File: src/rtl/dflow_pkg.sv
// Shared constants, tuple layout and FSM encoding for the dflow packet builder.
package dflow_pkg;

  localparam int LEN_W      = 11;  // holds any clamped frame length (<= 1514)
  localparam int BEAT_W     = 6;   // beat index; a max-size frame is 48 beats
  localparam int BEAT_BYTES = 32;
  localparam int HDR_BYTES  = 42;  // Ethernet + IPv4 + L4 ports/len + pad

  localparam logic [15:0] ETH_HDR_BYTES     = 16'd14;
  localparam logic [15:0] ETH_IP_HDR_BYTES  = 16'd34;
  localparam logic [15:0] ETHERTYPE_IPV4    = 16'h0800;
  localparam logic [7:0]  IP_VER_IHL        = 8'h45;
  localparam logic [7:0]  IP_TOS            = 8'h00;
  localparam logic [15:0] IP_FLAGS_DF       = 16'h4000;
  localparam logic [7:0]  IP_TTL            = 8'h40;
  localparam logic [7:0]  PROTO_UDP         = 8'h11;

  // Field order mirrors the generator's 104-bit tuple, MSB first.
  typedef struct packed {
    logic [31:0] src_ip;
    logic [31:0] dst_ip;
    logic [15:0] src_port;
    logic [15:0] dst_port;
    logic [7:0]  proto;
  } tuple_t;

  typedef enum logic [2:0] {
    S_IDLE,
    S_CALC,
    S_HDR0,
    S_HDR1,
    S_PAY
  } state_t;

  function automatic logic [15:0] clamp_len(input logic [15:0] len,
                                            input logic [15:0] lo,
                                            input logic [15:0] hi);
    if (len < lo) return lo;
    if (len > hi) return hi;
    return len;
  endfunction

endpackage

File: src/rtl/dflow_pkt_builder_if.sv
// AXI-Stream link carrying built frames from dflow_pkt_builder to the output path.
interface dflow_pkt_builder_if #(
  parameter int DATA_W = 256,
  parameter int USER_W = 128
);
  logic [DATA_W-1:0]   tdata;
  logic [DATA_W/8-1:0] tkeep;
  logic [USER_W-1:0]   tuser;
  logic                tvalid;
  logic                tready;
  logic                tlast;

  modport master (output tdata, tkeep, tuser, tvalid, tlast, input tready);
  modport slave  (input tdata, tkeep, tuser, tvalid, tlast, output tready);
endinterface

File: src/rtl/dflow_ipv4_csum.sv
// Combinational IPv4 header checksum over ten 16-bit words (checksum field supplied as 0).
module dflow_ipv4_csum (
  input  logic [159:0] ip_hdr,
  output logic [15:0]  csum
);
  logic [19:0] sum;
  logic [16:0] fold1;
  logic [15:0] fold2;

  // Two folds suffice: ten words sum below 2^20, and the first fold's carry cannot ripple again.
  always_comb begin
    sum = '0;
    for (int i = 0; i < 10; i++) sum = sum + 20'(ip_hdr[16*i +: 16]);
    fold1 = 17'(sum[15:0]) + 17'(sum[19:16]);
    fold2 = fold1[15:0] + 16'(fold1[16]);
    csum  = ~fold2;
  end
endmodule

File: src/rtl/dflow_pkt_builder.sv
// Builds Ethernet/IPv4/L4 frames from tuple+length records onto a 256-bit AXI-Stream.
// Optional: define DFLOW_PKT_IP_CSUM_EN for a true IPv4 checksum (otherwise 0x0000).
module dflow_pkt_builder
  import dflow_pkg::*;
#(
  parameter int          ACTION_TUPLE_WIDTH   = 128,
  parameter int          PKT_TUPLE_WIDTH      = 104,
  parameter int          PKT_LEN_WIDTH        = 16,
  parameter int          C_M_AXIS_DATA_WIDTH  = 256,
  parameter int          C_M_AXIS_TUSER_WIDTH = 128,
  parameter int          MIN_PKT_LEN          = 60,
  parameter int          MAX_PKT_LEN          = 1514,
  parameter logic [47:0] SRC_MAC              = 48'h000000000001,
  parameter logic [47:0] DST_MAC              = 48'hFFFFFFFFFFFF,
  parameter logic [7:0]  SRC_PORT_TUSER       = 8'h01
) (
  input  logic                          clk,
  input  logic                          rst,
  input  logic [ACTION_TUPLE_WIDTH-1:0] fivetuple_data_in,
  input  logic [PKT_LEN_WIDTH-1:0]      pkt_len_in,
  input  logic                          tuple_in_vld,
  output logic                          tuple_in_ready,
  dflow_pkt_builder_if.master           m_axis,
  output logic [31:0]                   pkt_count
);
  localparam int KEEP_W = C_M_AXIS_DATA_WIDTH / 8;

  state_t              state_q, state_d;
  tuple_t              tuple_q;
  logic [LEN_W-1:0]    len_q;
  logic [15:0]         ip_id_q, frame_id_q, total_len_q, l4_len_q, csum_q;
  logic [BEAT_W-1:0]   beats_q, beat_q;
  logic [KEEP_W-1:0]   last_keep_q;
  logic [31:0]         pkt_count_q;
  logic                in_ready, frame_valid, accept, beat_hs, last_beat;
  logic [15:0]         total_len_w, udp_len_w, csum_w;
  logic [8*HDR_BYTES-1:0] hdr_flat;
  logic                unused_tuple_bits;

  assign unused_tuple_bits = ^fivetuple_data_in[ACTION_TUPLE_WIDTH-1:PKT_TUPLE_WIDTH];

  assign tuple_in_ready = in_ready && !rst;
  assign accept         = tuple_in_ready && tuple_in_vld;
  assign beat_hs        = frame_valid && m_axis.tready;
  assign last_beat      = (beat_q == beats_q - BEAT_W'(1));
  assign total_len_w    = 16'(len_q) - ETH_HDR_BYTES;
  assign udp_len_w      = 16'(len_q) - ETH_IP_HDR_BYTES;
  assign pkt_count      = pkt_count_q;

`ifdef DFLOW_PKT_IP_CSUM_EN
  dflow_ipv4_csum u_csum (
    .ip_hdr ({IP_VER_IHL, IP_TOS, total_len_w, frame_id_q, IP_FLAGS_DF, IP_TTL,
              tuple_q.proto, 16'h0000, tuple_q.src_ip, tuple_q.dst_ip}),
    .csum   (csum_w)
  );
`else
  assign csum_w = 16'h0000;
`endif

  // NOTE: sequential state uses <= so every register samples pre-edge values regardless of statement order.
  always_ff @(posedge clk) begin
    if (rst) state_q <= S_IDLE;
    else     state_q <= state_d;
  end

  // NOTE: every output gets a default before the case, so no path leaves one unassigned and no latch is inferred.
  always_comb begin
    state_d     = state_q;
    in_ready    = 1'b0;
    frame_valid = 1'b0;
    unique case (state_q)
      S_IDLE: begin
        in_ready = 1'b1;
        if (tuple_in_vld) state_d = S_CALC;
      end
      S_CALC: state_d = S_HDR0;
      S_HDR0: begin
        frame_valid = 1'b1;
        if (m_axis.tready) state_d = S_HDR1;
      end
      S_HDR1: begin
        frame_valid = 1'b1;
        if (m_axis.tready) state_d = (beats_q > BEAT_W'(2)) ? S_PAY : S_IDLE;
      end
      S_PAY: begin
        frame_valid = 1'b1;
        if (m_axis.tready && last_beat) state_d = S_IDLE;
      end
      default: state_d = S_IDLE;
    endcase
  end

  always_ff @(posedge clk) begin
    if (rst) begin
      tuple_q     <= '0;
      len_q       <= '0;
      ip_id_q     <= '0;
      frame_id_q  <= '0;
      total_len_q <= '0;
      l4_len_q    <= '0;
      csum_q      <= '0;
      beats_q     <= '0;
      beat_q      <= '0;
      last_keep_q <= '0;
      pkt_count_q <= '0;
    end else begin
      if (accept) begin
        tuple_q    <= tuple_t'(fivetuple_data_in[PKT_TUPLE_WIDTH-1:0]);
        len_q      <= LEN_W'(clamp_len(16'(pkt_len_in), 16'(MIN_PKT_LEN), 16'(MAX_PKT_LEN)));
        frame_id_q <= ip_id_q;
        ip_id_q    <= ip_id_q + 16'd1;
        beat_q     <= '0;
      end
      // Derived lengths and checksum settle here, one cycle before the first beat.
      if (state_q == S_CALC) begin
        beats_q     <= len_q[LEN_W-1:5] + BEAT_W'(|len_q[4:0]);
        total_len_q <= total_len_w;
        l4_len_q    <= (tuple_q.proto == PROTO_UDP) ? udp_len_w : 16'h0000;
        csum_q      <= csum_w;
        last_keep_q <= (len_q[4:0] == 5'd0) ? '1 : (KEEP_W'(1) << len_q[4:0]) - KEEP_W'(1);
      end
      if (beat_hs) beat_q <= beat_q + BEAT_W'(1);
      if (beat_hs && last_beat) pkt_count_q <= pkt_count_q + 32'd1;
    end
  end

  assign hdr_flat = {DST_MAC, SRC_MAC, ETHERTYPE_IPV4, IP_VER_IHL, IP_TOS, total_len_q,
                     frame_id_q, IP_FLAGS_DF, IP_TTL, tuple_q.proto, csum_q,
                     tuple_q.src_ip, tuple_q.dst_ip, tuple_q.src_port, tuple_q.dst_port,
                     l4_len_q, 16'h0000};

  // Beat content is a pure function of registered state, so it holds while stalled.
  always_comb begin
    logic [BEAT_W+4:0] off;
    off           = '0;
    m_axis.tvalid = frame_valid;
    m_axis.tlast  = frame_valid && last_beat;
    m_axis.tdata  = '0;
    m_axis.tkeep  = '0;
    m_axis.tuser  = '0;
    if (frame_valid) begin
      m_axis.tkeep = last_beat ? last_keep_q : '1;
      m_axis.tuser = C_M_AXIS_TUSER_WIDTH'({8'h00, SRC_PORT_TUSER, 5'b0, len_q});
      for (int i = 0; i < BEAT_BYTES; i++) begin
        off = {beat_q, 5'(i)};
        if (m_axis.tkeep[i]) begin
          if (off < (BEAT_W+5)'(HDR_BYTES))
            m_axis.tdata[8*i +: 8] = hdr_flat[8*(HDR_BYTES-1-int'(off[5:0])) +: 8];
          else
            m_axis.tdata[8*i +: 8] = off[7:0];
        end
      end
    end
  end

endmodule

File: src/flat_wrapper.sv
// flat-port wrapper written by rule: the top's interface ports become plain ports
module dflow_pkt_builder_flat import dflow_pkg::*;
#(
  parameter int          ACTION_TUPLE_WIDTH   = 128,
  parameter int          PKT_TUPLE_WIDTH      = 104,
  parameter int          PKT_LEN_WIDTH        = 16,
  parameter int          C_M_AXIS_DATA_WIDTH  = 256,
  parameter int          C_M_AXIS_TUSER_WIDTH = 128,
  parameter int          MIN_PKT_LEN          = 60,
  parameter int          MAX_PKT_LEN          = 1514,
  parameter logic [47:0] SRC_MAC              = 48'h000000000001,
  parameter logic [47:0] DST_MAC              = 48'hFFFFFFFFFFFF,
  parameter logic [7:0]  SRC_PORT_TUSER       = 8'h01
)
  (clk, rst, fivetuple_data_in, pkt_len_in, tuple_in_vld, tuple_in_ready, pkt_count, m_axis_tdata, m_axis_tkeep, m_axis_tuser, m_axis_tvalid, m_axis_tlast, m_axis_tready);
  dflow_pkt_builder_if m_axis_i ();
  input  logic clk;
  input  logic rst;
  input  logic [ACTION_TUPLE_WIDTH-1:0] fivetuple_data_in;
  input  logic [PKT_LEN_WIDTH-1:0] pkt_len_in;
  input  logic tuple_in_vld;
  output logic tuple_in_ready;
  output logic [31:0] pkt_count;
  output wire logic [$bits(m_axis_i.tdata)-1:0] m_axis_tdata;
  output wire logic [$bits(m_axis_i.tkeep)-1:0] m_axis_tkeep;
  output wire logic [$bits(m_axis_i.tuser)-1:0] m_axis_tuser;
  output wire logic [$bits(m_axis_i.tvalid)-1:0] m_axis_tvalid;
  output wire logic [$bits(m_axis_i.tlast)-1:0] m_axis_tlast;
  input wire logic [$bits(m_axis_i.tready)-1:0] m_axis_tready;
  assign m_axis_tdata = m_axis_i.tdata;
  assign m_axis_tkeep = m_axis_i.tkeep;
  assign m_axis_tuser = m_axis_i.tuser;
  assign m_axis_tvalid = m_axis_i.tvalid;
  assign m_axis_tlast = m_axis_i.tlast;
  assign m_axis_i.tready = m_axis_tready;
  dflow_pkt_builder #(.ACTION_TUPLE_WIDTH(ACTION_TUPLE_WIDTH), .PKT_TUPLE_WIDTH(PKT_TUPLE_WIDTH), .PKT_LEN_WIDTH(PKT_LEN_WIDTH), .C_M_AXIS_DATA_WIDTH(C_M_AXIS_DATA_WIDTH), .C_M_AXIS_TUSER_WIDTH(C_M_AXIS_TUSER_WIDTH), .MIN_PKT_LEN(MIN_PKT_LEN), .MAX_PKT_LEN(MAX_PKT_LEN), .SRC_MAC(SRC_MAC), .DST_MAC(DST_MAC), .SRC_PORT_TUSER(SRC_PORT_TUSER)) u_core (.clk(clk), .rst(rst), .fivetuple_data_in(fivetuple_data_in), .pkt_len_in(pkt_len_in), .tuple_in_vld(tuple_in_vld), .tuple_in_ready(tuple_in_ready), .m_axis(m_axis_i), .pkt_count(pkt_count));
endmodule
File: config.mk
export PLATFORM = sky130hd
export DESIGN_NAME = dflow_pkt_builder_flat
export DESIGN_NICKNAME = d
export VERILOG_FILES = /design/src/rtl/dflow_pkg.sv /design/src/rtl/dflow_pkt_builder_if.sv /design/src/rtl/dflow_ipv4_csum.sv /design/src/rtl/dflow_pkt_builder.sv /design/src/flat_wrapper.sv
export SDC_FILE = /design/constraint.sdc
export NUM_CORES = 1
export LEC_CHECK = 0
export CORE_AREA = 5 5 229 231
export DETAILED_ROUTE_END_ITERATION = 7
export DIE_AREA = 0 0 234 236
export PLACE_DENSITY = 0.65
export SETUP_SLACK_MARGIN = 0.5
export SLEW_MARGIN = 20
export SYNTH_ARGS = -nofsm -noshare
export SYNTH_HDL_FRONTEND = slang
export SYNTH_SLANG_ARGS = --single-unit
File: constraint.sdc
create_clock -name clk -period 3.3 [get_ports clk]
set_clock_uncertainty 0.05 [all_clocks]
set_input_delay 0.66 -clock clk [delete_from_list [all_inputs] [get_ports clk]]
set_output_delay 0.66 -clock clk [all_outputs]
set_load 0.05 [all_outputs]
==> results.md <==
- After detailed routing, the total wire length is 64.05 mm.
- Entering global routing, the biggest net connects 251 pins.
- The layout net count is 2622.
- The worst setup path is launched from a register.
- The number of clock buffers added by TritonCTS is 30.
- The most frequent cell on the critical path is buf_12.
- The final-report setup violation count is 257.
- The maximum ir drop on the vdd rail is ~370 uV.
- The synthesized design contains 0 enable-type register cells.
- The initial standard-cell utilization of the core is 29.12%.
- By instance count, the leading cell after synthesis is nand2_1.
- The start point of the worst min-delay path is u_core.ip_id_q[15].
- In this run the number of H-tree levels came out at 1.
- The count of pins over their slew limit is 110.
- The total count of hold-check failures in the final report was 0.
- The capturing element type of the critical path is an output pin.
- Walking the worst path, the cells encountered are or3_4 -> o31a_1 -> o211ai_4 -> buf_6 -> buf_12 -> buf_6 -> nor3_4 -> buf_12 -> nor2_4 -> buf_12.
- The longest clock path from root to sink contains 3 buffers.
- In this run the critical register-to-register path is captured at u_core.pkt_count[28].
- For this block, wires on met1 add up to about 25 mm.
- Counting every sink on the clock net gives 250.
- The number of cells traversed by the worst register-to-register path is 10.
- For the finished layout, the period the worst path requires is about 3.6 ns.
- In this run, the combinational gates consume 35.0% of the power.
- The startpoint identified for the worst register-to-register timing path is u_core.beats_q[0].
- The category of the most critical setup path is reg -> out.
- The final worst-path cycle share is 109.5%.
- The switching portion of total power is a little under two fifths.
- The run finished, with violations left.
- The share of total power dissipated in the clock network is 32.7%.
- STA puts the critical path data arrival time at 2.90 ns.
- Dividing the detail-routed wire length by the instance count gives 20.27 um.
- Once routing completed, OpenROAD measured the worst setup slack at -0.3143 ns.
- Counting flops and latches in the post-synthesis netlist gives 250.
- The largest area contributor in the synthesized netlist is dfxtp_1.
- By area the synthesized netlist is led by dfxtp_1 (34%), nand2_1 (9.2%), buf_4 (8.6%).
- Counting flops with an async set or reset pin after synthesis yields a share of 0%.
- After detailed routing, no signal wire sits above met4.
- The detailed placement HPWL is 44.76 mm.
- The row count is 82.
- For hold timing, the worst endpoint is u_core.frame_id_q[15].
- The maximum operating frequency is 0.2767 GHz.
- The warning count from the yosys run is 0.
- The initial antenna violation count is 1.
- The cell at the root of the clock tree is clkbuf_16.
- The congestion estimate from routability-driven global placement came to 0.8695.
- The overall die height is 236 um.
- TritonCTS built the clock tree.
- Of the cells placed in the final design, the portion with a size suffix greater than 1 is 32.61%.
- The placeable core region is 49860 sq um.
- The aggregate global-route resource usage is 21.31%.
- The area growth from synthesis to final layout is 72.54%.
- The I/O pin count is 599.
- Power spread over the standard cell area amounts to 420.6 nW/um^2.
- Setup repair after global routing could not meet its margin everywhere.
- In this run the tightest slew margin relative to its limit is -13.07%.
- The wire length on met3 is 4.547 mm.
- Summed over all layers, the global routing overflow is 0.
- The area of the mapped netlist is 14520 sq um.
- Summing over every cut layer, the via total after detailed routing is 15934.
- The insertion delay of the later-clocked pin in the worst-skew pair is 0.58 ns.
- The switching power summed over all nets is 3.995 mW.
- For this design the static power due to leakage is 9.700 nW.
- Synthesis produced a netlist whose cell count is about 2000.
- Wire segments on met2 add up to 32.17 mm in the final route.
- The class of the tightest hold or removal check is reg -> reg.
- The number of global-route vias before repair is approximately 16000.
- The detailed-route vias per instance is about 5.0.
- The count of buffers inserted at the top-level ports is 427.
- The synthesized design devotes to its leading area cell type 34.47% of total area.
- The first global-routing pass estimated 94.56 mm of wire.
- The number of nets still failing antenna checks after routing is 0.
- The horizontal die dimension is 234 um.
- Cells fill ~50% of the core in the end.
- The die area is 55220 sq um.
- The number of maximum-capacitance violations is 0.
- The leading register cell type out of synthesis is dfxtp_1.
- Counting instances in the post-synthesis netlist gives the leading cell types as nand2_1 (355), nor2_1 (292), dfxtp_1 (250), buf_4 (166), a21oi_1 (150).
- The largest single stage delay on the critical path is ~0.41 ns.
- The number of buffers inserted by hold repair at cts is 0.
- Cell internal power was estimated by the tool at 6.542 mW.
- After detailed routing, the number of remaining DRC violations is 0.
- The required arrival time at the worst endpoint is 2.59 ns.
- Sequential cells account for about a third of the total power.
- The maximum fanout count along the critical path is 5.
- The slowest stage of the critical path belongs to the cell or3_4.
- The checks that failed: slew limit, setup timing.
- Synthesis instantiated 69 different standard cells from the library.
- The number of DRC markers after the initial detailed-route iteration is 1096.
- The clock transition at the register clock pins on the worst setup and hold paths after CTS is roughly 0.06 ns.
- At the pin with the least slew margin, the transition time is 1.696 ns.
- The register area share after synthesis is 34.47%.
- The average instance in the mapped netlist occupies just over 7 sq um.
- Across all hold checks on the routed design, the worst slack comes to about 0.41 ns.
- The internal reg-to-reg setup slack is 0.66 ns.
- The first-pass iteration count of the detailed router is 5.
- The worst hold path passes through 2 cells.
[routing by layer]
metal | up-vias | track usage [%]
met2 | 663 | 37.49
li1 | 7450 | -
met4 | 0 | 8.453
met1 | 7672 | 26.22
met5 | - | 0
met3 | 149 | 2.778
[logic make-up after synthesis]
group                    count (synthesis)  share of synthesized area, %
AO/OA/AOI/OAI                          336                         14.90
XOR/XNOR                                40                         2.413
adder cells (fa/ha/maj)                 11                        0.9479
buffers and inverters                  358                         13.79
flip-flops                             250                         34.47
multiplexers                             5                        0.3791
other                                    1                       0.02583
AND/OR/NAND/NOR                       1004                         33.08
[flip-flops by register name (all words and copies together) (netlist names)]
register / count
u_core.ip_id_q: 16
u_core.last_keep_q: 32
u_core.l4_len_q: 12
u_core.pkt_count: 32
u_core.total_len_q: 12
u_core.beats_q: 6
u_core.len_q: 11
u_core.state_q: 3
u_core.frame_id_q: 16
u_core.hdr_flat: 104
u_core.beat_q: 6
[critical path: cells and delay by family, from the launching register on]
family                 cells  cell delay (ns)
flip-flops                 1             0.32
AND/OR/NAND/NOR            3             0.62
buffers and inverters      5             0.76
AO/OA/AOI/OAI              2             0.62
[area by class of cell]
type	count	area, sq um
sequential	250	5021
fill	4563	24810
timing repair inverter	2	46.29
multi-input combinational	1543	10260
timing repair buffer	596	7657
clock buffer	42	895.9
clock inverter	14	141.4
tap	672	840.8
antenna	1	2.502
inverter	40	183.9
[metrics by stage]
step / cell area, sq um / setup TNS [ns] / std cells / setup slack [ns] / power, mW
finish: 25050 / -50.13 / 3160 / -0.3143 / 10.54
detailed placement: 21150 / -1.056 / 3019 / -0.1079 / 6.623
global placement: 21150 / -0.3008 / 3019 / -0.07529 / 6.589
CTS: 24200 / -50.76 / 3138 / -0.3248 / 10.43
global route: 25050 / -71.82 / 3160 / -0.3987 / 10.94
floorplan: 16650 / 0 / 2151 / 0.03819 / 5.740
[power groups by stage]
stage / registers, mW / clock network, mW / logic, mW
2_1_floorplan: 3.37 / 0 / 2.37
3_3_place_gp: 3.44 / 0 / 3.15
3_5_place_dp: 3.45 / 0 / 3.17
4_1_cts: 3.39 / 3.51 / 3.53
5_1_grt: 3.42 / 3.63 / 3.89
6_report: 3.40 / 3.44 / 3.69
[what timing repair did]
action	4_1_cts	5_1_grt
setup buffers	59	18
setup endpoints to repair	304	283
pin swaps	68	30
gates cloned	4	3
resized for setup	314	153
[layout by cell type, fill, tap and decap left out, types with 42 or more instances in the layout]
cell type          n
nand2_1          346
buf_6            112
conb_1           147
nand3b_1         120
nor2_4           114
dfxtp_1          241
buf_4            114
buf_12           142
a21oi_1          120
nor2_1           160
clkdlybuf4s50_1  154
buf_8             70
nor3_4            42
[worst max-delay path by stage]
stage | depth (start not counted) | slack [ns] | startpoint | to
5_1_grt | 9 | -0.40 | u_core.beats_q[4] | m_axis_tdata[39]
3_5_place_dp | 9 | -0.11 | u_core.beats_q[0] | m_axis_tdata[44]
6_report | 10 | -0.31 | u_core.beats_q[4] | m_axis_tdata[164]
2_1_floorplan | 6 | 0.04 | u_core.beats_q[2] | m_axis_tdata[46]
4_1_cts | 9 | -0.32 | u_core.beats_q[4] | m_axis_tdata[112]
3_3_place_gp | 9 | -0.08 | u_core.beats_q[1] | m_axis_tdata[144]
Power figures use the tool's default switching activity.
